## config.mk

```make
export PLATFORM = sky130hd
export DESIGN_NAME = child_rr_arbiter
export DESIGN_NICKNAME = d
export VERILOG_FILES = /design/src/rtl/child_rr_arbiter.sv
export SDC_FILE = /design/constraint.sdc
export NUM_CORES = 1
export LEC_CHECK = 0
export ABC_AREA = 1
export CAP_MARGIN = 20
export CORE_MARGIN = 2
export CORE_UTILIZATION = 57
export CTS_CLUSTER_SIZE = 14
export DETAILED_ROUTE_END_ITERATION = 7
export PLACE_DENSITY = 0.84
export SLEW_MARGIN = 10
export SYNTH_ARGS = -nofsm -noshare
export SYNTH_HDL_FRONTEND = slang
export SYNTH_SLANG_ARGS = --single-unit
```

## constraint.sdc

```tcl
create_clock -name clk -period 6.95 [get_ports clk]
set_input_delay 1.39 -clock clk [delete_from_list [all_inputs] [get_ports clk]]
set_output_delay 1.39 -clock clk [all_outputs]
set_load 0.1 [all_outputs]
```

## src/rtl/child_rr_arbiter.sv

```systemverilog
// child_rr_arbiter: round-robin grant of one shared resource among N_REQ children, one turnaround cycle between owners.
// Optional hold watchdog enabled by defining CHILD_RR_ARBITER_WATCHDOG_EN.
module child_rr_arbiter #(
  parameter int N_REQ = 5,
  parameter int MAX_HOLD = 16,
  parameter int ID_W = 3
) (
  input  logic             clk,
  input  logic             rst_n,
  input  logic [N_REQ-1:0] req,
  output logic [N_REQ-1:0] gnt,
  output logic             gnt_valid,
  output logic [ID_W-1:0]  gnt_id,
  output logic             busy,
  output logic             timeout
);
  typedef enum logic [1:0] {IDLE, GRANT, GAP} state_t;
  state_t state;
  logic [ID_W-1:0] ptr, win, nxt_ptr;
  logic [N_REQ-1:0] rot;
  logic [ID_W:0] off, sum;
  logic any, owner_req, limit;
  if (N_REQ < 2 || N_REQ > 8 || (1 << ID_W) < N_REQ || MAX_HOLD < 1) begin : g_bad_cfg
    $error("child_rr_arbiter: illegal parameters");
  end
  // rot[k] is req[(ptr+k) mod N_REQ]; the lowest set k is the winner's distance from ptr
  always_comb begin
    rot = N_REQ'({req, req} >> ptr);
    off = '0;
    for (int k = N_REQ-1; k >= 0; k--) off = rot[k] ? (ID_W+1)'(k) : off;
    sum = {1'b0, ptr} + off;
    win = (sum >= (ID_W+1)'(N_REQ)) ? ID_W'(sum - (ID_W+1)'(N_REQ)) : sum[ID_W-1:0];
  end
  assign any = |req;
  assign owner_req = |(req & gnt);
  assign nxt_ptr = (gnt_id == ID_W'(N_REQ-1)) ? '0 : gnt_id + 1'b1;
`ifdef CHILD_RR_ARBITER_WATCHDOG_EN
  localparam int CW = $clog2(MAX_HOLD+1);
  logic [CW-1:0] hold_cnt;
  assign limit = hold_cnt == CW'(MAX_HOLD-1);
`else
  assign limit = 1'b0;
  assign timeout = 1'b0;
`endif
  always_ff @(posedge clk or negedge rst_n)
    if (!rst_n) begin
      state <= IDLE;
      ptr <= '0;
      gnt <= '0;
      gnt_valid <= 1'b0;
      gnt_id <= '0;
      busy <= 1'b0;
`ifdef CHILD_RR_ARBITER_WATCHDOG_EN
      hold_cnt <= '0;
      timeout <= 1'b0;
`endif
    end else begin
`ifdef CHILD_RR_ARBITER_WATCHDOG_EN
      timeout <= 1'b0;
      hold_cnt <= (state == GRANT) ? hold_cnt + 1'b1 : '0;
`endif
      if (state == GRANT) begin
        if (!owner_req || limit) begin
          state <= GAP;
          gnt <= '0;
          gnt_valid <= 1'b0;
          gnt_id <= '0;
          ptr <= nxt_ptr;
`ifdef CHILD_RR_ARBITER_WATCHDOG_EN
          timeout <= owner_req;
`endif
        end
      end else if (any) begin
        state <= GRANT;
        gnt <= N_REQ'(1) << win;
        gnt_valid <= 1'b1;
        gnt_id <= win;
        busy <= 1'b1;
      end else begin
        state <= IDLE;
        busy <= 1'b0;
      end
    end
endmodule

```

==> summary.txt <==
Yosys cell types - 22
Max Cap Viol - 0
Unrepaired setup endpoints after global routing - false
GR Util All Layers - 24.28%
Startpoint Class - input port
Placed Instance Area - 1349 sq um
Aggregate negative setup slack - 0 ns
Post-CTS Setup Bufs - 0
Clk root buf - clkbuf_4
Storage cell area - 375.4 sq um
Max-slew violations - 0
Fin crit share - 59.93%
Crit path DAT - 4.36 ns
Area grow syn2layout - 17.65%
Grt ovf - 0
Mux cell area share after synthesis - 0%
DR iter-0 viols - 27
Status - completed
Final ANT Viol Nets - 0
Multi-input gate area - 704.4 sq um
# port buffers - 16
Total CTS buffers - 3
Die Height - 49.31 um
Core area - 1942 sq um
Row cnt - 16
FILL cells - 173
Worst Path Required - 7.15 ns
Worst setup path startpoint - req[0]
Critical path class - in -> reg
Hold crit path type - reg -> reg
Register bit total from synthesis - 15
Routability Congestion - 0.8191
TritonCTS clock tree - done
Clock Path Buffers - 2
Post-layout util - 70.88%
Worst Skew - 0.006247 ns
Final net count - 208
DP Cell Count - 215
Critical path fanouts, max - 5
Post-synthesis adder-cell area fraction - 9.198%
Endpoint type of the worst setup path - register
Post-cts resize count - 0
Synth Instances - 174
Vias in the first global route - 1060
Simple-Gate Fraction of Synth Area - 43.32%
Hold-fix buffers, CTS - 0
Detailed Route WL - 2661 um
Syn. warnings - 0
Skew-Pair Late Insertion Delay - 0.29 ns
Relative slew slack - 34.70%
Final critical-path required period - 4.165 ns
Largest net degree at the start of global routing - 16
Hpwl dp - 2135 um
Worst-Margin Slew - 0.9764 ns
Initial core utilization - 60.24%
Router iterations before antenna repair - 4
Syn nets - 189
Wire per inst - 12.15 um
H-tree depth - 1
Total inserted antenna cells - 0
Sink Count - 15
Seq/Total Area, Yosys - 32.09%
Die Width - 49.31 um
Most frequent cells in the layout - nand2_1, nand3_1, clkdlybuf4s50_1, inv_1, dfrtp_1
Cell area after synthesis - 1170 sq um
CTS clock-pin slew for the worst setup and hold paths - 0.09 ns
Main combinational cell family by area after synthesis - simple AND/OR/NAND/NOR gates
Beginning of the worst register-to-register path - ptr[1]
Compound-Gate Fraction of Synth Area - 7.380%
Layout cell share with drive strength beyond 1 - 14.58%
Hold Startpoint - busy
Commonest non-fill, non-tap cell in the layout - nand2_1
Die area - 2431 sq um
Mapped Avg Cell Area - 6.723 sq um
Non-filler instance count after layout - 219
Via-per-instance ratio - 5.379
First-pass GRT wire length - 4574 um
Final setup viols - 0
DRC violations left - 0
Final Hold Vio Count - 0
F_max - 240.1 MHz
Top Ports - 18
Synth Area in XOR/XNOR - 0%
Final instance area - 1376 sq um
DR vias - 1178
Antenna violations before repair - 0
## metal layers
layer	GRT usage, %	vias up	part of all wire (%)
met5	0	-	0
met4	7.143	0	2.2
met3	5.215	11	5.2
met2	40.77	36	49
met1	31.18	548	43
li1	-	583	-
## worst max-delay path, stage by stage
cell and delay (ns):
clkdlybuf4s50_1 0.52, inv_1 0.07, o21ai_1 0.24, o21ai_2 0.10, nand2_1 0.09, nand2_2 0.06, a21boi_2 0.15, ha_1 0.21
fa_1 0.53, inv_1 0.07, ha_1 0.21, nand2_1 0.09, nand3_2 0.12, nand2_2 0.12, nand2_1 0.06, nand2_1 0.13
nor2_1 0.08, nand2_1 0.07, nand2_1 0.05
## path summary, 6_finish.rpt
check | endpoint | slack (ns) | cells past startpoint
setup reg to reg | gnt[0] | 3.91 | 18
hold reg to reg | busy | 0.48 | 2
setup / recovery | gnt[0] | 2.78 | 19
max in group asynchronous | ptr[2] | 5.04 | 1
min in group asynchronous | gnt[2] | 1.49 | 1
hold / removal | busy | 0.48 | 2
## cell type report
type	instances	share of cell area [%]
Clock buffer	3	1.636
Timing Repair Buffer	16	11.64
Clock inverter	1	0.3636
Multi-Input combinational cell	137	51.18
Tap cell	27	2.455
Inverter	20	5.455
Sequential cell	15	27.27
## cell families (layout without fill, tap and decap cells)
logic type / Yosys count / count (layout)
AOI/OAI and AO/OA: 15 / 15
adders and majority gates: 8 / 8
buffers and inverters: 22 / 40
DFF: 15 / 15
other: 1 / 1
and+or+nand+nor: 113 / 113
## state kept, by name, summed over array words and instances, names as in the netlist
register	count
gnt	5
state	2
ptr	3
gnt_valid	1
gnt_id	3
busy	1
## Yosys cell counts
library cell	number	area, sq um
fa_1	1	20.02
ha_1	7	87.58
nand2_2	13	81.33
nor2_2	1	6.260
a21oi_1	3	15.01
or2_1	1	6.260
nor2_1	9	33.78
inv_1	15	56.30
nand3_1	17	85.08
nor2_4	1	11.26
a21boi_2	1	11.26
nand2_1	68	255.2
o21ai_2	1	8.760
buf_4	2	15.01
nand3_2	2	20.02
o22ai_1	1	6.260
inv_2	5	18.77
conb_1	1	3.750
o21ai_0	6	30.03
o21ai_1	3	15.01
dfrtp_1	15	375.4
nand3b_1	1	7.510
## stage by stage
| stage | setup slack (ns) | hold WS, ns |
|---|---|---|
| 2_1_floorplan | 3.389 | 0.6066 |
| 3_3_place_gp | 2.615 | 0.4550 |
| 3_5_place_dp | 2.503 | 0.4621 |
| 4_1_cts | 2.806 | 0.4849 |
| 5_1_grt | 2.513 | 0.5216 |
| 6_report | 2.785 | 0.4792 |
Power is left out: the tool's default activity adds up to more than one toggle a clock period on the data nets, which glitch-free logic cannot reach.
